## src/rtl/tge_sched_pkg.sv

```systemverilog
// Shared types and constants for the 10GbE transmit destination scheduler.
package tge_sched_pkg;

  typedef enum logic [1:0] {
    IDLE = 2'd0,
    SEND = 2'd1,
    GAP  = 2'd2
  } state_t;

  localparam logic [3:0] ADDR_CTRL      = 4'd0;
  localparam logic [3:0] ADDR_LEN       = 4'd1;
  localparam logic [3:0] ADDR_NDEST     = 4'd2;
  localparam logic [3:0] ADDR_GAP       = 4'd3;
  localparam logic [3:0] ADDR_DEST_BASE = 4'd4;

  localparam int CTRL_EN_BIT  = 0;
  localparam int CTRL_CLR_BIT = 1;

  // Table index width; wide enough for the largest supported table (6 entries).
  localparam int IDX_W = 3;

  function automatic logic [IDX_W-1:0] clamp_ndest(input logic [31:0] wdata, input int max_dest);
    if (wdata > 32'(max_dest)) return IDX_W'(max_dest);
    return wdata[IDX_W-1:0];
  endfunction

  function automatic logic [IDX_W-1:0] eff_ndest(input logic [IDX_W-1:0] n);
    return (n == '0) ? IDX_W'(1) : n;
  endfunction

endpackage

```

## src/rtl/tge_dest_table.sv

```systemverilog
// Destination IP/port register file with write decode and a registered read.
module tge_dest_table import tge_sched_pkg::*; #(
  parameter int NUM_DEST = 4
) (
  input  logic             clk,
  input  logic             rst,
  input  logic             cfg_we,
  input  logic [3:0]       cfg_addr,
  input  logic [31:0]      cfg_wdata,
  input  logic [IDX_W-1:0] rd_idx,
  output logic [31:0]      rd_ip,
  output logic [15:0]      rd_port
);

  logic [31:0]      ip_q   [NUM_DEST];
  logic [15:0]      port_q [NUM_DEST];
  logic [3:0]       off;
  logic [IDX_W-1:0] wr_ent;
  logic             wr_is_ip;
  logic             wr_hit;
  logic [31:0]      sel_ip;
  logic [15:0]      sel_port;

  assign off      = cfg_addr - ADDR_DEST_BASE;
  assign wr_ent   = off[3:1];
  assign wr_is_ip = ~off[0];
  assign wr_hit   = cfg_we && (cfg_addr >= ADDR_DEST_BASE) && (wr_ent < IDX_W'(NUM_DEST));

  // A write landing this cycle is forwarded so a packet starting next cycle sees it.
  always_comb begin
    sel_ip   = '0;
    sel_port = '0;
    for (int i = 0; i < NUM_DEST; i++) begin
      if (rd_idx == IDX_W'(i)) begin
        sel_ip   = ip_q[i];
        sel_port = port_q[i];
      end
    end
    if (wr_hit && (wr_ent == rd_idx)) begin
      if (wr_is_ip) sel_ip = cfg_wdata;
      else          sel_port = cfg_wdata[15:0];
    end
  end

  always_ff @(posedge clk) begin
    if (rst) begin
      for (int i = 0; i < NUM_DEST; i++) begin
        ip_q[i]   <= '0;
        port_q[i] <= '0;
      end
      rd_ip   <= '0;
      rd_port <= '0;
    end else begin
      for (int i = 0; i < NUM_DEST; i++) begin
        if (wr_hit && (wr_ent == IDX_W'(i))) begin
          if (wr_is_ip) ip_q[i]   <= cfg_wdata;
          else          port_q[i] <= cfg_wdata[15:0];
        end
      end
      rd_ip   <= sel_ip;
      rd_port <= sel_port;
    end
  end

endmodule

```

## src/rtl/tge_tx_dest_sched.sv

```systemverilog
// Packetises a free-running 64-bit stream for the 10GbE core, inserting a gap
// between packets and stepping the destination round-robin through a table.
module tge_tx_dest_sched import tge_sched_pkg::*; #(
  parameter int NUM_DEST = 4,
  parameter int DATA_W   = 64,
  parameter int LEN_W    = 16,
  parameter int GAP_W    = 8,
  parameter int CNT_W    = 32
) (
  input  logic              OPB_Clk,
  input  logic              OPB_Rst,
  input  logic              cfg_we,
  input  logic [3:0]        cfg_addr,
  input  logic [31:0]       cfg_wdata,
  input  logic [DATA_W-1:0] din,
  input  logic              din_valid,
  input  logic              tx_afull,
  output logic [DATA_W-1:0] tx_data,
  output logic              tx_valid,
  output logic              tx_end_of_frame,
  output logic [31:0]       tx_dest_ip,
  output logic [15:0]       tx_dest_port,
  output logic [CNT_W-1:0]  pkt_count,
  output logic [CNT_W-1:0]  drop_count,
  output logic              busy
);

  // Handshake: din has no ready; a word is taken on "accept" or else dropped/discarded.
  // tx_valid qualifies tx_data for exactly one cycle and ignores tx_afull once issued.
  state_t           state_q, state_d;
  logic             enable_q;
  logic [LEN_W-1:0] len_q, cnt_q, eff_len;
  logic [IDX_W-1:0] ndest_q, idx_q, idx_d, eff_nd, wr_nd_eff;
  logic [GAP_W-1:0] gap_q, gap_cnt_q;
  logic [LEN_W:0]   cnt_inc;
  logic             wr_ctrl, wr_len, wr_nd, wr_gap, clr;
  logic             accept, start, last, drop;
  logic [31:0]      tbl_ip;
  logic [15:0]      tbl_port;

  assign wr_ctrl   = cfg_we && (cfg_addr == ADDR_CTRL);
  assign wr_len    = cfg_we && (cfg_addr == ADDR_LEN);
  assign wr_nd     = cfg_we && (cfg_addr == ADDR_NDEST);
  assign wr_gap    = cfg_we && (cfg_addr == ADDR_GAP);
  assign clr       = wr_ctrl && cfg_wdata[CTRL_CLR_BIT];
  assign wr_nd_eff = eff_ndest(clamp_ndest(cfg_wdata, NUM_DEST));

  assign eff_len = (len_q == '0) ? LEN_W'(1) : len_q;
  assign eff_nd  = eff_ndest(ndest_q);

  assign accept  = din_valid && !tx_afull &&
                   ((state_q == SEND) || ((state_q == IDLE) && enable_q));
  assign start   = accept && (state_q == IDLE);
  assign cnt_inc = start ? (LEN_W+1)'(1) : ({1'b0, cnt_q} + 1'b1);
  // ">=" so a length shrunk below the running count closes on the next word.
  assign last    = accept && (cnt_inc >= {1'b0, eff_len});
  assign drop    = din_valid && !accept && !((state_q == IDLE) && !enable_q);
  assign busy    = (state_q != IDLE);

  always_comb begin
    state_d = state_q;
    case (state_q)
      IDLE, SEND: if (accept) state_d = last ? ((gap_q != '0) ? GAP : IDLE) : SEND;
      GAP:        if (gap_cnt_q <= GAP_W'(1)) state_d = IDLE;
      default:    state_d = IDLE;
    endcase
  end

  // Outside a packet idx names the next entry, so a shrinking table resets it now;
  // inside a packet the wrap at EOF already lands on 0.
  always_comb begin
    idx_d = idx_q;
    if (accept && last) idx_d = (idx_q >= eff_nd - 1'b1) ? '0 : idx_q + 1'b1;
    if (wr_nd && (state_d != SEND) && (idx_d >= wr_nd_eff)) idx_d = '0;
  end

  tge_dest_table #(.NUM_DEST(NUM_DEST)) u_table (
    .clk       (OPB_Clk),
    .rst       (OPB_Rst),
    .cfg_we    (cfg_we),
    .cfg_addr  (cfg_addr),
    .cfg_wdata (cfg_wdata),
    .rd_idx    (idx_d),
    .rd_ip     (tbl_ip),
    .rd_port   (tbl_port)
  );

  always_ff @(posedge OPB_Clk) begin
    if (OPB_Rst) begin
      state_q         <= IDLE;
      enable_q        <= 1'b0;
      len_q           <= '0;
      ndest_q         <= '0;
      gap_q           <= '0;
      cnt_q           <= '0;
      gap_cnt_q       <= '0;
      idx_q           <= '0;
      tx_data         <= '0;
      tx_valid        <= 1'b0;
      tx_end_of_frame <= 1'b0;
      tx_dest_ip      <= '0;
      tx_dest_port    <= '0;
      pkt_count       <= '0;
      drop_count      <= '0;
    end else begin
      state_q <= state_d;
      idx_q   <= idx_d;
      if (wr_ctrl) enable_q <= cfg_wdata[CTRL_EN_BIT];
      if (wr_len)  len_q    <= cfg_wdata[LEN_W-1:0];
      if (wr_nd)   ndest_q  <= clamp_ndest(cfg_wdata, NUM_DEST);
      if (wr_gap)  gap_q    <= cfg_wdata[GAP_W-1:0];
      if (accept)  cnt_q    <= cnt_inc[LEN_W-1:0];
      if (accept && last)         gap_cnt_q <= gap_q;
      else if (state_q == GAP)    gap_cnt_q <= gap_cnt_q - 1'b1;
      tx_valid        <= accept;
      tx_end_of_frame <= accept && last;
      if (accept) tx_data <= din;
      if (start) begin
        tx_dest_ip   <= tbl_ip;
        tx_dest_port <= tbl_port;
      end
      if (clr)                                    pkt_count <= '0;
      else if (accept && last && pkt_count != '1) pkt_count <= pkt_count + 1'b1;
      if (clr)                                    drop_count <= '0;
      else if (drop && drop_count != '1)          drop_count <= drop_count + 1'b1;
    end
  end

endmodule

```

## config.mk

```make
export PLATFORM = sky130hd
export DESIGN_NAME = tge_tx_dest_sched
export DESIGN_NICKNAME = d
export VERILOG_FILES = /design/src/rtl/tge_sched_pkg.sv /design/src/rtl/tge_dest_table.sv /design/src/rtl/tge_tx_dest_sched.sv
export SDC_FILE = /design/constraint.sdc
export NUM_CORES = 1
export LEC_CHECK = 0
export CAP_MARGIN = 20
export CORE_AREA = 4 4 238 240
export CTS_BUF_LIST = sky130_fd_sc_hd__clkbuf_16
export DETAILED_ROUTE_END_ITERATION = 12
export DIE_AREA = 0 0 242 244
export DONT_BUFFER_PORTS = 1
export PLACE_DENSITY = 0.58
export SLEW_MARGIN = 20
export SYNTH_ARGS = -nofsm -noshare
export SYNTH_HDL_FRONTEND = slang
export SYNTH_SLANG_ARGS = --single-unit
```

## constraint.sdc

```tcl
create_clock -name OPB_Clk -period 5.6 [get_ports OPB_Clk]
set_input_delay 0.84 -clock OPB_Clk [delete_from_list [all_inputs] [get_ports OPB_Clk]]
set_output_delay 0.84 -clock OPB_Clk [all_outputs]
set_load 0.05 [all_outputs]
```

==> out/qor_table.md, run 1 <==
| Parameter | Reported | Unit |
| --- | --- | --- |
| Type of the most critical hold path | input pin to flip-flop | - |
| FF-to-FF Start | cnt_q[1]$_SDFFE_PP0N_ | - |
| Number of failing setup endpoints in the final timing report | 0 | - |
| Crit path buf inv count | 3 | - |
| Iteration-0 DRC Markers | 1,160 | - |
| Worst slack at placement | -0.0474 | ns |
| Pin count of the biggest net entering global routing | 195 | - |
| Total CTS buffers | 50 | - |
| Kind of end point of the critical path | flip-flop | - |
| Fraction of the core area covered by cells at the end of the flow | 0.413 | - |
| Fmax achieved | 189 | MHz |
| Synth unique cells | 62 | - |
| Via count of the first global-routing pass | 15.2k | - |
| Antenna Violating Nets Remaining | 0 | - |
| Required time at the worst-slack endpoint | 6.10 | ns |
| Row count | 86 | - |
| Post-Synthesis Cell Area | 0.0201 | sq mm |
| Std-Cell Core Area | 0.0547 | sq mm |
| Max Clock Skew | 0.0249 | ns |
| Time the worst path needs with I/O delays and setup | 5.29 | ns |
| Antenna diode instance count | 0 | - |
| Beginning of the critical path | cnt_q[1]$_SDFFE_PP0N_ | - |
| Global placement routability congestion | 0.907 | - |
| Outcome | completed | - |
| Total nets after synthesis | 2,260 | - |
| Synth-to-Final Area Change | 12.4 | % |
| Total detailed-routing wirelength | 59,300 | um |
| Register-to-register setup slack | 0.31 | ns |
| Transition time at the pin with the least slew margin | 1.09 | ns |
| Post-synth ARST share | 0 | - |
| Via count | 15.7k | - |
| Cell taking the most area after synthesis | sky130_fd_sc_hd__edfxtp_1 | - |
| Wire length per cell after detailed routing | 20.9 | um |
| Number of vias per cell | 5.55 | - |
| Flip-flop and latch count after synthesis | 475 | - |
| Vertical die dimension | 244 | um |
| EDFF count, synth | 192 | - |
| Share of the synthesized area in the top cell type | 0.287 | - |
| Capture point of the worst reg-to-reg path | u_table.rd_ip[15]$_SDFF_PP0_ | - |
| Remaining Overflow, GRT | 0 | - |
| Final max-slew violation count | 0 | - |
| Clk_lat worst skew | 0.60 | ns |
| Worst setup path endpoint | u_table.rd_ip[15]$_SDFF_PP0_ | - |
| Average footprint of a synthesized cell | 9.44 | sq um |
| Design Area, Final | 0.0226 | sq mm |
| Primary FF master, synth | sky130_fd_sc_hd__dfxtp_1 | - |
| Initial core utilization | 0.367 | - |
| Number of stages on the worst setup path | 25 | - |
| Worst setup path class | flip-flop to flip-flop | - |
| Number of H-tree levels | 2 | - |
| Final total negative setup slack | 0 | ns |
| Global Route Usage Sum | 0.193 | - |
| Power density over the cells | 320 | mW/mm^2 |
| Leak | 7.49 | nW |
| Final-layout fill cell count | 5,291 | - |
| Clock Sink Count | 475 | - |
| Buffer levels on the longest clock path | 3 | - |
| Clock root buffer | sky130_fd_sc_hd__clkbuf_16 | - |
| Tightest slew margin relative to the limit | 0.274 | - |
| Die outline width | 242 | um |
| Sequential fraction of the synthesis area | 0.570 | - |
| Number of warnings reported in the yosys synthesis log | 0 | - |
| Setup ws final | 0.307 | ns |
| Hold violation count in the final report | 0 | - |
| Proportion of layout cells with a drive suffix above 1 | 0.0809 | - |
| Arrival time of the worst setup path | 5.79 | ns |
| Setup repair after global routing missed its margin | false | - |
| Number of I/O pins | 284 | - |
| Slowest cell on crit path | sky130_fd_sc_hd__or3_1 | - |
| Clock edge transition at the registers on the reported setup and hold paths | 0.07 | ns |
| Slowest Stage Delay on Critical Path | 0.38 | ns |
| Number of detailed-route iterations in the first pass | 5 | - |
| Antenna violations before repair | 0 | - |
| TritonCTS clock tree | built | - |
| Post-DP HPWL | 38,500 | um |
| Cells after Synth | 2,125 | - |
| Worst Hold Depth | 2 | - |
| Number of maximum-capacitance constraint violations | 0 | - |
| DRC violation count after routing | 0 | - |
| Final clock period utilization by the worst path | 0.945 | - |
| Total of buffers placed on input and output ports | 0 | - |
| Area of the die | 0.0590 | sq mm |
| Top cells by area in the synthesized netlist | sky130_fd_sc_hd__edfxtp_1 29%, sky130_fd_sc_hd__dfxtp_1 28%, sky130_fd_sc_hd__nand2_1 8.5%, sky130_fd_sc_hd__a21oi_1 4.7%, sky130_fd_sc_hd__nor3_1 3.2% | - |
| First-pass GRT wire length | 90,900 | um |
| Peak supply drop | 0.000207 | V |
| Crit path max-delay family | compound AO/OA/AOI/OAI gates | - |
| Cell depth of the worst flop-to-flop path | 25 | - |
| Number of hold-repair buffers added at the cts stage | 0 | - |
| Final net count | 2,218 | - |
| Crit start category | flip-flop | - |
| Area after DPL | 0.0208 | sq mm |
| Maximum fanout encountered on the critical timing path | 10 | - |
## worst min path at each step
stage,from,end
after floorplan,u_table.rd_ip[23]$_SDFF_PP0_,tx_dest_ip[23]$_SDFFE_PP0P_
after global placement,u_table.rd_ip[26]$_SDFF_PP0_,tx_dest_ip[26]$_SDFFE_PP0P_
after detailed placement,u_table.rd_ip[29]$_SDFF_PP0_,tx_dest_ip[29]$_SDFFE_PP0P_
after CTS,cfg_wdata[31],u_table.rd_ip[31]$_SDFF_PP0_
after global routing,cfg_wdata[31],u_table.rd_ip[31]$_SDFF_PP0_
final,cfg_wdata[31],u_table.rd_ip[31]$_SDFF_PP0_
## stage by stage
step | hold slack (ns) | total power, mW | instances
final | 0.347 | 7.21 | 2829
after global routing | 0.331 | 7.45 | 2829
after CTS | 0.321 | 7.27 | 2827
after detailed placement | 0.431 | 4.06 | 2733
after global placement | 0.425 | 4.05 | 2733
after floorplan | 0.417 | 4.00 | 2125
## layout by cell type (no fill, tap or decap), types with 4 or more instances in the layout
| master | synthesis | routed |
|---|---|---|
| sky130_fd_sc_hd__clkinv_1 | 16 | 30 |
| sky130_fd_sc_hd__nand2_1 | 457 | 457 |
| sky130_fd_sc_hd__nand4_1 | 27 | 27 |
| sky130_fd_sc_hd__a21oi_1 | 190 | 188 |
| sky130_fd_sc_hd__a211oi_1 | 9 | 7 |
| sky130_fd_sc_hd__nor3_1 | 130 | 129 |
| sky130_fd_sc_hd__buf_4 | 0 | 39 |
| sky130_fd_sc_hd__a221oi_1 | 17 | 17 |
| sky130_fd_sc_hd__nor4_1 | 55 | 54 |
| sky130_fd_sc_hd__and3_1 | 49 | 47 |
| sky130_fd_sc_hd__clkbuf_16 | 0 | 51 |
| sky130_fd_sc_hd__dfxtp_1 | 283 | 279 |
| sky130_fd_sc_hd__buf_12 | 0 | 4 |
| sky130_fd_sc_hd__or3_1 | 25 | 23 |
| sky130_fd_sc_hd__nand3_1 | 40 | 38 |
| sky130_fd_sc_hd__and4_1 | 5 | 5 |
| sky130_fd_sc_hd__o31ai_1 | 26 | 26 |
| sky130_fd_sc_hd__a21o_1 | 7 | 4 |
| sky130_fd_sc_hd__nor2b_1 | 5 | 4 |
| sky130_fd_sc_hd__xnor2_1 | 35 | 35 |
| sky130_fd_sc_hd__mux2_2 | 9 | 9 |
| sky130_fd_sc_hd__and2_1 | 54 | 53 |
| sky130_fd_sc_hd__clkinv_2 | 0 | 6 |
| sky130_fd_sc_hd__xor2_1 | 26 | 26 |
| sky130_fd_sc_hd__o22ai_1 | 38 | 38 |
| sky130_fd_sc_hd__ha_1 | 30 | 29 |
| sky130_fd_sc_hd__o32ai_1 | 13 | 12 |
| sky130_fd_sc_hd__o21ai_0 | 33 | 31 |
| sky130_fd_sc_hd__inv_1 | 46 | 59 |
| sky130_fd_sc_hd__nand2b_1 | 8 | 6 |
| sky130_fd_sc_hd__edfxtp_1 | 192 | 192 |
| sky130_fd_sc_hd__bufinv_16 | 0 | 4 |
| sky130_fd_sc_hd__nor2_1 | 113 | 111 |
## synthesized netlist by cell type (13+ instances only)
cell type	count
sky130_fd_sc_hd__inv_1	46
sky130_fd_sc_hd__a21oi_1	190
sky130_fd_sc_hd__nor3_1	130
sky130_fd_sc_hd__xnor2_1	35
sky130_fd_sc_hd__nor2_1	113
sky130_fd_sc_hd__nand4_1	27
sky130_fd_sc_hd__a221oi_1	17
sky130_fd_sc_hd__and2_1	54
sky130_fd_sc_hd__nand3_1	40
sky130_fd_sc_hd__xor2_1	26
sky130_fd_sc_hd__clkinv_1	16
sky130_fd_sc_hd__o31ai_1	26
sky130_fd_sc_hd__edfxtp_1	192
sky130_fd_sc_hd__buf_2	16
sky130_fd_sc_hd__o22ai_1	38
sky130_fd_sc_hd__or3_1	25
sky130_fd_sc_hd__dfxtp_1	283
sky130_fd_sc_hd__clkbuf_1	115
sky130_fd_sc_hd__o32ai_1	13
sky130_fd_sc_hd__nand2_1	457
sky130_fd_sc_hd__and3_1	49
sky130_fd_sc_hd__ha_1	30
sky130_fd_sc_hd__o21ai_0	33
sky130_fd_sc_hd__nor4_1	55
## per-layer routing
layer / GRT usage / share of wire
met5: 0 / 0
met4: 0.0632 / 0.032
met3: 0.0514 / 0.078
met2: 0.329 / 0.48
met1: 0.238 / 0.41
## cells by family (layout without fill, tap and decap cells)
logic type | Yosys count | count (layout) | share of synthesized area
AOI/OAI and AO/OA | 364 | 364 | 0.111
DFF | 475 | 475 | 0.570
buffers and inverters | 201 | 201 | 0.0386
xor gates and xnor gates | 62 | 62 | 0.0280
and+or+nand+nor | 981 | 981 | 0.228
muxes | 12 | 12 | 0.00655
adders and majority gates | 30 | 30 | 0.0187
## registers in the layout, summed over array words and instances (netlist names), 16 cells and up
| register | cells |
|---|---|
| tx_data | 64 |
| pkt_count | 32 |
| u_table.rd_port | 16 |
| cnt_q | 16 |
| tx_dest_port | 16 |
| u_table.port_q | 64 |
| drop_count | 32 |
| len_q | 16 |
| tx_dest_ip | 32 |
| u_table.ip_q | 128 |
| u_table.rd_ip | 32 |
## power by group
part	total, mW	switching (mW)	internal, mW	leakage [nW]
clock	3.22	1.38	1.83	0.828
sequential	3.76	0.0495	3.71	4.13
combinational	0.228	0.161	0.0673	2.54
## layout make-up
cell class | count | area (sq um) | area share
clock inverters | 43 | 304 | 0.0135
repair buffers | 44 | 384 | 0.0170
multi-input cells | 1449 | 8020 | 0.356
inverters | 63 | 239 | 0.0106
well taps | 704 | 881 | 0.0391
flip-flops and latches | 475 | 11400 | 0.507
clock buffers | 51 | 1280 | 0.0566
## repair_timing
item                                    4_1_cts  5_1_grt
resized for setup                             0       28
setup buffers                                 0        2
endpoints found under the setup margin        0       48
(Power assumes the default switching activity.)
==> run 2: changes to the inputs <==
--- a/config.mk
+++ b/config.mk
@@ -5,12 +5,13 @@
 export SDC_FILE = /design/constraint.sdc
 export NUM_CORES = 1
 export LEC_CHECK = 0
-export CAP_MARGIN = 20
+export CAP_MARGIN = 0
 export CORE_AREA = 4 4 238 240
 export CTS_BUF_LIST = sky130_fd_sc_hd__clkbuf_16
 export DETAILED_ROUTE_END_ITERATION = 12
 export DIE_AREA = 0 0 242 244
 export DONT_BUFFER_PORTS = 1
+export MAX_ROUTING_LAYER = met4
 export PLACE_DENSITY = 0.58
 export SLEW_MARGIN = 20
 export SYNTH_ARGS = -nofsm -noshare
==> run 2 against run 1 <==
Utilization about the same. Via count decreased by 0.80%. Critical endpoint unchanged. Non-clock buffer count did not move. Largest cell class unchanged.
==> out/qor_table.md, run 2 (synthesis gave the netlist of run 1 again) <==
| Parameter | Reported | Unit |
| --- | --- | --- |
| Number of H-tree levels | 2 | - |
| Number of I/O pins | 284 | - |
| Final total negative setup slack | 0 | ns |
| Required time at the worst-slack endpoint | 6.10 | ns |
| Cell depth of the worst flop-to-flop path | 25 | - |
| Iteration-0 DRC Markers | 1,229 | - |
| Vertical die dimension | 244 | um |
| Wire length per cell after detailed routing | 20.9 | um |
| Register-to-register setup slack | 0.30 | ns |
| Area of the die | 0.0590 | sq mm |
| Max Clock Skew | 0.0256 | ns |
| Multi-input logic area | 0.00802 | sq mm |
| Buffer levels on the longest clock path | 3 | - |
| Final max-slew violation count | 0 | - |
| Global Route Usage Sum | 0.199 | - |
| Clock Sink Count | 475 | - |
| Outcome | completed | - |
| Row count | 86 | - |
| Via count | 15.6k | - |
| Transition time at the pin with the least slew margin | 1.11 | ns |
| Antenna Violating Nets Remaining | 0 | - |
| Tightest slew margin relative to the limit | 0.258 | - |
| Final-layout fill cell count | 5,290 | - |
| Total CTS buffers | 50 | - |
| Most common cell after layout, fill and taps aside | sky130_fd_sc_hd__nand2_1 | - |
| Antenna diode instance count | 0 | - |
| Number of detailed-route iterations in the first pass | 9 | - |
| Number of failing setup endpoints in the final timing report | 0 | - |
| Clk_lat worst skew | 0.60 | ns |
| Maximum fanout encountered on the critical timing path | 10 | - |
| Power density over the cells | 319 | mW/mm^2 |
| Remaining Overflow, GRT | 0 | - |
| Std-Cell Core Area | 0.0547 | sq mm |
| Antenna violations before repair | 0 | - |
| Final clock period utilization by the worst path | 0.946 | - |
| Clock root buffer | sky130_fd_sc_hd__clkbuf_16 | - |
| Fraction of the core area covered by cells at the end of the flow | 0.412 | - |
| Register cell area after layout | 0.0114 | sq mm |
| Max reg flops | 128 | - |
| Final worst hold slack | 0.348 | ns |
| Total of buffers placed on input and output ports | 0 | - |
| Number of vias per cell | 5.51 | - |
| Peak supply drop | 0.000206 | V |
| Initial core utilization | 0.367 | - |
| Post-DP HPWL | 38,500 | um |
| Time the worst path needs with I/O delays and setup | 5.30 | ns |
| TritonCTS clock tree | built | - |
| Pin count of the biggest net entering global routing | 195 | - |
| FF-to-FF Start | cnt_q[1]$_SDFFE_PP0N_ | - |
| Clock edge transition at the registers on the reported setup and hold paths | 0.06 | ns |
| Synth-to-Final Area Change | 12.4 | % |
| Kind of end point of the critical path | flip-flop | - |
| Worst setup path class | flip-flop to flip-flop | - |
| Start point of the worst min-delay path | cfg_wdata[31] | - |
| Worst Hold Depth | 2 | - |
| Arrival time of the worst setup path | 5.80 | ns |
| Total detailed-routing wirelength | 59,100 | um |
| Registers with the highest flip-flop counts | u_table.ip_q x128, tx_data x64, u_table.port_q x64 | - |
| Via count of the first global-routing pass | 15.2k | - |
| Endpoint of the worst hold-timing path | u_table.rd_ip[31]$_SDFF_PP0_ | - |
| Leading cell types in the layout, fill and taps excluded | 457 x sky130_fd_sc_hd__nand2_1, 279 x sky130_fd_sc_hd__dfxtp_1, 192 x sky130_fd_sc_hd__edfxtp_1 | - |
| First-pass GRT wire length | 91,000 | um |
| Final net count | 2,218 | - |
| Die outline width | 242 | um |
| Type of the most critical hold path | input pin to flip-flop | - |
| Leak | 7.49 | nW |
| Largest Register | u_table.ip_q | - |
| Crit start category | flip-flop | - |
| Capture point of the worst reg-to-reg path | u_table.rd_ip[15]$_SDFF_PP0_ | - |
| Fmax achieved | 189 | MHz |
| Proportion of layout cells with a drive suffix above 1 | 0.0805 | - |
| DRC violation count after routing | 0 | - |
| Number of maximum-capacitance constraint violations | 0 | - |
| Global placement routability congestion | 0.923 | - |
| Hold violation count in the final report | 0 | - |
==> run 2: per-layer routing <==
| metal | vias to the layer above | part of all wire | track usage |
|---|---|---|---|
| li1 | 7419 | - | - |
| met1 | 7530 | 0.41 | 0.238 |
| met2 | 539 | 0.48 | 0.330 |
| met3 | 95 | 0.075 | 0.0502 |
| met4 | 0 | 0.032 | 0.0632 |
| met5 | - | 0 | - |
==> run 2: final cells by class <==
class | instances | area share
tap | 704 | 0.0391
multi-input combinational | 1449 | 0.355
sequential | 475 | 0.508
timing repair buffer | 44 | 0.0172
clock buffer | 51 | 0.0566
inverter | 63 | 0.0106
clock inverter | 43 | 0.0135
==> run 2: report_power, final <==
| group | internal [mW] | leakage [nW] | switching [mW] |
|---|---|---|---|
| logic | 0.0673 | 2.54 | 0.160 |
| clock network | 1.83 | 0.828 | 1.38 |
| registers | 3.71 | 4.13 | 0.0490 |
| total | 5.61 | 7.49 | 1.59 |
==> run 2: critical path, stage by stage (launching register included) <==
cell	delay, ns
sky130_fd_sc_hd__dfxtp_1	0.37
sky130_fd_sc_hd__ha_2	0.26
sky130_fd_sc_hd__nand3_4	0.12
sky130_fd_sc_hd__nor4_4	0.22
sky130_fd_sc_hd__nand3_1	0.13
sky130_fd_sc_hd__xor2_1	0.16
sky130_fd_sc_hd__nor2_1	0.15
sky130_fd_sc_hd__ha_1	0.28
sky130_fd_sc_hd__nand4_1	0.22
sky130_fd_sc_hd__o221ai_1	0.17
sky130_fd_sc_hd__a21oi_1	0.27
sky130_fd_sc_hd__and3_4	0.30
sky130_fd_sc_hd__nor2_4	0.06
sky130_fd_sc_hd__a21oi_4	0.19
sky130_fd_sc_hd__inv_4	0.04
sky130_fd_sc_hd__ha_1	0.29
sky130_fd_sc_hd__nand2b_1	0.15
sky130_fd_sc_hd__a21o_1	0.20
sky130_fd_sc_hd__a21oi_4	0.16
sky130_fd_sc_hd__o32ai_1	0.11
sky130_fd_sc_hd__a31oi_2	0.31
sky130_fd_sc_hd__nand3_1	0.21
sky130_fd_sc_hd__a211oi_2	0.27
sky130_fd_sc_hd__buf_4	0.22
sky130_fd_sc_hd__a221oi_1	0.07
sky130_fd_sc_hd__a221oi_1	0.30
==> run 2: worst max path at each step <==
stage                           from                             end  slack, ns  cells after the start
2_1_floorplan              din_valid  u_table.rd_port[10]$_SDFF_PP0_       0.02                     26
3_3_place_gp                tx_afull    u_table.rd_ip[31]$_SDFF_PP0_       0.11                     21
3_5_place_dp                tx_afull   u_table.rd_port[3]$_SDFF_PP0_      -0.05                     20
4_1_cts        cnt_q[0]$_SDFFE_PP0N_    u_table.rd_ip[15]$_SDFF_PP0_       0.04                     25
5_1_grt        cnt_q[1]$_SDFFE_PP0N_    u_table.rd_ip[30]$_SDFF_PP0_     -0.007                     26
6_report       cnt_q[1]$_SDFFE_PP0N_    u_table.rd_ip[15]$_SDFF_PP0_       0.30                     25
==> run 2: what timing repair did <==
item	CTS	global route
setup buffers	0	2
endpoints found under the setup margin	0	48
hold endpoints to repair	0	0
hold buffers	0	0
resized for setup	0	28
==> run 2: per-stage QoR <==
| stage | worst slack (ns) | area [sq um] | cells | power (mW) |
|---|---|---|---|---|
| after global routing | -0.00657 | 22500 | 2829 | 7.45 |
| final | 0.303 | 22500 | 2829 | 7.20 |
| after floorplan | 0.0156 | 20100 | 2125 | 4.00 |
| after detailed placement | -0.0474 | 20800 | 2733 | 4.06 |
| after CTS | 0.0354 | 22400 | 2827 | 7.27 |
| after global placement | 0.110 | 20800 | 2733 | 4.05 |
==> run 3: changes to the inputs <==
--- a/config.mk
+++ b/config.mk
@@ -5,9 +5,10 @@
 export SDC_FILE = /design/constraint.sdc
 export NUM_CORES = 1
 export LEC_CHECK = 0
-export CAP_MARGIN = 0
+export CAP_MARGIN = 20
 export CORE_AREA = 4 4 238 240
 export CTS_BUF_LIST = sky130_fd_sc_hd__clkbuf_16
+export CTS_CLUSTER_DIAMETER = 150
 export DETAILED_ROUTE_END_ITERATION = 12
 export DIE_AREA = 0 0 242 244
 export DONT_BUFFER_PORTS = 1
==> results of run 3 <==
Final layout, timing and power as in run 2 (identical DEF).
==> RTL edit 1: new RTL, config.mk and constraints of run 3 <==
The 3 states of `state_t` get a one-hot encoding in 3 bits.
--- a/src/rtl/tge_sched_pkg.sv
+++ b/src/rtl/tge_sched_pkg.sv
@@ -1,10 +1,10 @@
 // Shared types and constants for the 10GbE transmit destination scheduler.
 package tge_sched_pkg;
 
-  typedef enum logic [1:0] {
-    IDLE = 2'd0,
-    SEND = 2'd1,
-    GAP  = 2'd2
+  typedef enum logic [2:0] {
+    IDLE = 3'b001,
+    SEND = 3'b010,
+    GAP  = 3'b100
   } state_t;
 
   localparam logic [3:0] ADDR_CTRL      = 4'd0;
Behaviour: no difference found for any inputs over 4 cycles, from zero or initial values and one cycle with OPB_Rst high; so few cycles prove little.
==> RTL edit 1 against run 3 <==
- non-clock buffer count up 98
- wire length up 4.1%
- maximum frequency down 1.0%
- total power up 2.0%
- synthesized area up 4.7%
- combinational power up 23%
- sequential cell count up 1
- final area up 9.4%
- setup slack worse by 0.055 ns
- hold slack worse by 0.030 ns
- via count up 2.4%
- count of clock-buffer cells in the layout up 4
==> RTL edit 1: results (changes against run 3) <==
\begin{tabular}{lr}
\hline
Metric & Value \\
\hline
\multicolumn{2}{l}{\textbf{Yosys}} \\
Sequential share of the synthesized area & 54.5\% (-2.5 points) \\
Post-synth top cells & sky130\_fd\_sc\_hd\_\_nand2\_1, sky130\_fd\_sc\_hd\_\_dfxtp\_1, sky130\_fd\_sc\_hd\_\_a21oi\_1, sky130\_fd\_sc\_hd\_\_edfxtp\_1, sky130\_fd\_sc\_hd\_\_and2\_1 \\
Leading post-synthesis cells by cell area & sky130\_fd\_sc\_hd\_\_edfxtp\_1, sky130\_fd\_sc\_hd\_\_dfxtp\_1, sky130\_fd\_sc\_hd\_\_nand2\_1 \\
Syn\_nets & 2267 (+0.31\%) \\
Avg Inst Size Synth & 9.85 um\^{}2 (+4.3\%) \\
\multicolumn{2}{l}{\textbf{Outcome}} \\
Outcome & complete, no violations \\
\multicolumn{2}{l}{\textbf{Finish}} \\
CLK BUF & 55 (+7.8\%) \\
Number of antenna repair diodes & 1 (+1) \\
Data-path buffer share of cell area in the final layout & 5.58\% (+3.9 points) \\
Fraction of area in clock buffers and inverters & 6.71\% (-0.30 points) \\
Fraction of final layout cells sized beyond drive strength 1 & 17.2\% (+9.2 points) \\
Signal buffers & 142 (+220\%) \\
FF+latch count & 476 (+0.21\%) \\
Register cell area after layout & 11500 um\^{}2 (+0.19\%) \\
Multi-input combinational cell area & 9160 um\^{}2 (+14\%) \\
\multicolumn{2}{l}{\textbf{Pwr}} \\
Cell-internal power & 5.70 mW (+1.6\%) \\
Static leakage & 8.81 nW (+18\%) \\
Worst IR Drop VDD & 0.225 mV (+9.4\%) \\
\multicolumn{2}{l}{\textbf{Global route}} \\
Met2 Usage GRT & 33.2\% (+0.13 points) \\
Antenna violations before repair & 2 (+2) \\
Largest net degree at the start of global routing & 183 (-6.2\%) \\
First-pass GRT wire length & 92800 um (+1.9\%) \\
GR met1 Demand/Resource & 25.5\% (+1.7 points) \\
Via count of the first global-routing pass & 15600 (+2.6\%) \\
\multicolumn{2}{l}{\textbf{Worst setup path}} \\
Slowest cell on the critical path & sky130\_fd\_sc\_hd\_\_o41ai\_4 \\
Arrival time at the worst endpoint & 5.84 ns (+0.04 ns) \\
\multicolumn{2}{l}{\textbf{Clock network}} \\
Number of gates given a new drive strength after cts & 6 (+6) \\
\multicolumn{2}{l}{\textbf{Route}} \\
Drt pass-1 iters & 6 (-3) \\
Routed wire per std cell & 21.0 um (+0.44\%) \\
\multicolumn{2}{l}{\textbf{Placement}} \\
Global placer's final weighted congestion & 0.926 (+0.29\%) \\
Cell count after placement & 2808 (+2.7\%) \\
Total placed instance area & 22500 um\^{}2 (+7.9\%) \\
Worst slack after detailed placement & -0.679 ns (-0.631 ns) \\
\multicolumn{2}{l}{\textbf{STA}} \\
Worst setup skew after layout & 0.0209 ns (-0.00470 ns) \\
\hline
\end{tabular}
RTL edit 1: cell count changes after synthesis, sizes merged, moves of 17 or more:
cell and change:
a22oi +19, and2 +137, mux2 +31, nand2 -45
nor3 -102, nor4 -34, o22ai -38, o41ai +20
or3 -17, xor2 +23
RTL edit 1: worst reg2reg max path, delay by kind of cell (launching register included):
kind / cells / cell delay [ns]
compound gates: 11 / 1.74
xor+xnor: 1 / 0.14
fa+ha+maj: 2 / 0.61
buf+inv: 7 / 1.07
flops: 1 / 0.35
simple gates: 10 / 1.33
RTL edit 1: power groups by stage:
stage	combinational [mW]	clock (mW)	sequential (mW)
6_report	0.280	3.30	3.76
4_1_cts	0.262	3.38	3.76
2_1_floorplan	0.202	0	3.82
3_5_place_dp	0.258	0	3.84
5_1_grt	0.301	3.54	3.77
3_3_place_gp	0.254	0	3.83
RTL edit 1: path summary, 6_finish.rpt:
check,startpoint,endpoint,slack [ns],cells after the start
max reg2reg,cnt_q[0],u_table.rd_port[2],0.25,31
min,OPB_Rst,tx_dest_port[3],0.32,1
max,cnt_q[0],u_table.rd_port[2],0.25,31
min reg2reg,u_table.rd_ip[29],tx_dest_ip[29],0.43,2
RTL edit 1: layer usage:
layer / part of all wire (%) / routed length (um) / vias up
met5: 0 / 0 / -
met4: 2.6 / 1600 / 0
met3: 7.2 / 4410 / 108
met2: 48 / 29500 / 544
met1: 42 / 26000 / 7766
li1: - / - / 7539
RTL edit 1: kinds of logic after synthesis:
family	after synthesis	synth area share, %
simple gates	965	22.5
compound gates	358	12.1
xor+xnor	80	3.34
flops	476	54.5
buf+inv	180	3.49
mux	43	2.29
fa+ha+maj	30	1.79
==> RTL edit 2: new RTL, flow settings as in run 3 <==
Made on the original files. `NUM_DEST` is set to 4 in 2 places; all go to 2.
--- a/src/rtl/tge_dest_table.sv
+++ b/src/rtl/tge_dest_table.sv
@@ -1,6 +1,6 @@
 // Destination IP/port register file with write decode and a registered read.
 module tge_dest_table import tge_sched_pkg::*; #(
-  parameter int NUM_DEST = 4
+  parameter int NUM_DEST = 2
 ) (
   input  logic             clk,
   input  logic             rst,
--- a/src/rtl/tge_tx_dest_sched.sv
+++ b/src/rtl/tge_tx_dest_sched.sv
@@ -1,7 +1,7 @@
 // Packetises a free-running 64-bit stream for the 10GbE core, inserting a gap
 // between packets and stepping the destination round-robin through a table.
 module tge_tx_dest_sched import tge_sched_pkg::*; #(
-  parameter int NUM_DEST = 4,
+  parameter int NUM_DEST = 2,
   parameter int DATA_W   = 64,
   parameter int LEN_W    = 16,
   parameter int GAP_W    = 8,
Check against the original RTL: no difference found for any inputs over 4 cycles, from zero or initial values and one cycle with OPB_Rst high; that may be too few to reach the edited logic, so the function may still have changed.
==> RTL edit 2 against run 3 <==
- count of clock-buffer cells in the layout shrank 7
- sequential power shrank 23%
- global-route usage shrank 4.9 points
- die area is the same
- combinational power shrank 31%
- core utilization shrank 7.9 points
- synthesized area shrank 21%
- final area shrank 19%
- critical path type unchanged
- sequential cell count shrank 96
- total power shrank 18%
- critical endpoint is now u_table.rd_port[10]
- clock skew grew 0.011 ns
- setup slack lost 0.024 ns
- wire length shrank 24%
==> RTL edit 2: results (changes against run 3) <==
\begin{tabular}{lr}
\hline
Metric & Value \\
\hline
\multicolumn{2}{l}{\textbf{Global route}} \\
Combined global-route utilization of all metal layers & 15.0\% (-4.9 points) \\
First-pass GRT wire length & 69200 um (-24\%) \\
Largest net degree at the start of global routing & 171 (-12\%) \\
\multicolumn{2}{l}{\textbf{Yosys}} \\
EDFF count, synth & 96 (-50\%) \\
Sequential share of the synthesized area & 54.1\% (-2.9 points) \\
Post-synth top cells & sky130\_fd\_sc\_hd\_\_nand2\_1, sky130\_fd\_sc\_hd\_\_dfxtp\_1, sky130\_fd\_sc\_hd\_\_a21oi\_1, sky130\_fd\_sc\_hd\_\_nor2\_1, sky130\_fd\_sc\_hd\_\_edfxtp\_1 \\
Leading post-synthesis cells by cell area & sky130\_fd\_sc\_hd\_\_dfxtp\_1, sky130\_fd\_sc\_hd\_\_edfxtp\_1, sky130\_fd\_sc\_hd\_\_nand2\_1 \\
Synth Instances & 1699 (-20\%) \\
Netlist cell types & 59 (-4.8\%) \\
\multicolumn{2}{l}{\textbf{Finish}} \\
Non-Filler Instances & 2407 (-15\%) \\
Largest registers & tx\_data: 64 flops, u\_table.ip\_q: 64 flops \\
Final Net Count & 1806 (-19\%) \\
\multicolumn{2}{l}{\textbf{Clock network}} \\
Number of CTS-inserted buffers & 43 (-14\%) \\
\multicolumn{2}{l}{\textbf{Route}} \\
Drt pass-1 iters & 5 (-4) \\
Routed wire per std cell & 18.6 um (-11\%) \\
Metal-1 WL & 18400 um (-24\%) \\
Number of violations reported at the end of detailed-routing iteration 0 & 820 (-33\%) \\
\multicolumn{2}{l}{\textbf{Pwr}} \\
Static leakage & 5.98 nW (-20\%) \\
Worst IR Drop VDD & 0.227 mV (+10\%) \\
Cell-internal power & 4.59 mW (-18\%) \\
\multicolumn{2}{l}{\textbf{Outcome}} \\
Outcome & complete, no violations \\
\multicolumn{2}{l}{\textbf{STA}} \\
Worst setup skew after layout & 0.0369 ns (+0.0113 ns) \\
\multicolumn{2}{l}{\textbf{Worst setup path}} \\
Delay contributed by the slowest stage of the critical path & 0.52 ns (+0.15 ns) \\
Slowest cell on the critical path & sky130\_fd\_sc\_hd\_\_or3b\_2 \\
Largest delay share family, worst path & simple AND/OR/NAND/NOR gates \\
\hline
\end{tabular}
RTL edit 2: changes by cell type in the layout (fill, tap and decap cells not counted), sizes merged, moves of 36 or more:
cell    before  now
and3        50   14
edfxtp     192   96
o41ai        2   48
a21oi      191  231
a22oi        3   49
o22ai       38    1
nand2      457  337
nor3       132   23
RTL edit 2: worst paths after layout:
| check | startpoint | to | slack (ns) | cells past startpoint |
|---|---|---|---|---|
| worst min register to register | u_table.rd_ip[4] | tx_dest_ip[4] | 0.43 | 2 |
| worst max register to register | cnt_q[1] | u_table.rd_port[10] | 0.28 | 22 |
| worst max-delay path | cnt_q[1] | u_table.rd_port[10] | 0.28 | 22 |
| worst min-delay path | OPB_Rst | tx_dest_port[0] | 0.35 | 1 |
RTL edit 2: kinds of logic (layout without fill, tap and decap cells):
| logic type | count (synthesis) | after routing | synth area share (%) |
|---|---|---|---|
| adder cells (fa/ha/maj) | 31 | 31 | 2.45 |
| buffers and inverters | 152 | 156 | 3.89 |
| AO/OA/AOI/OAI | 393 | 393 | 16.1 |
| flip-flops | 379 | 379 | 54.1 |
| XOR/XNOR | 68 | 68 | 3.77 |
| multiplexers | 4 | 4 | 0.253 |
| other | 1 | 1 | 0.0237 |
| AND/OR/NAND/NOR | 671 | 671 | 19.4 |
RTL edit 2: what timing repair did:
item	in CTS	in global routing
pin swaps	0	3
setup buffers	0	2
resized for setup	3	18
cloned	0	0
hold endpoints to repair	0	0
endpoints found under the setup margin	38	48
RTL edit 2: final cells by class:
type / instances / share of cell area, %
flip-flops and latches: 379 / 46.9
multi-input cells: 1168 / 37.7
clock buffers: 44 / 6.04
well taps: 704 / 4.83
clock inverters: 34 / 1.89
repair buffers: 35 / 1.75
inverters: 43 / 0.886
RTL edit 2: stage by stage:
step | utilization, % | hold slack [ns] | cell area [um^2]
after detailed placement | 30.4 | 0.435 | 16600
after floorplan | - | 0.417 | 15800
after CTS | 33.1 | 0.295 | 18100
after global placement | 30.4 | 0.434 | 16600
final | 33.3 | 0.347 | 18200
after global routing | 33.3 | 0.292 | 18200
RTL edit 2: per-layer routing:
metal,global-route usage (%),vias up
li1,-,5910
met1,17.4,5884
met2,24.2,381
met3,5.52,75
met4,4.68,0
met5,-,-
RTL edit 2: power by group through the flow:
stage | Combinational [mW] | Clock, mW | Sequential, mW
2_1_floorplan | 0.129 | 0 | 2.95
3_3_place_gp | 0.152 | 0 | 2.96
3_5_place_dp | 0.155 | 0 | 2.96
4_1_cts | 0.156 | 2.95 | 2.90
5_1_grt | 0.174 | 3.06 | 2.90
6_report | 0.158 | 2.85 | 2.90
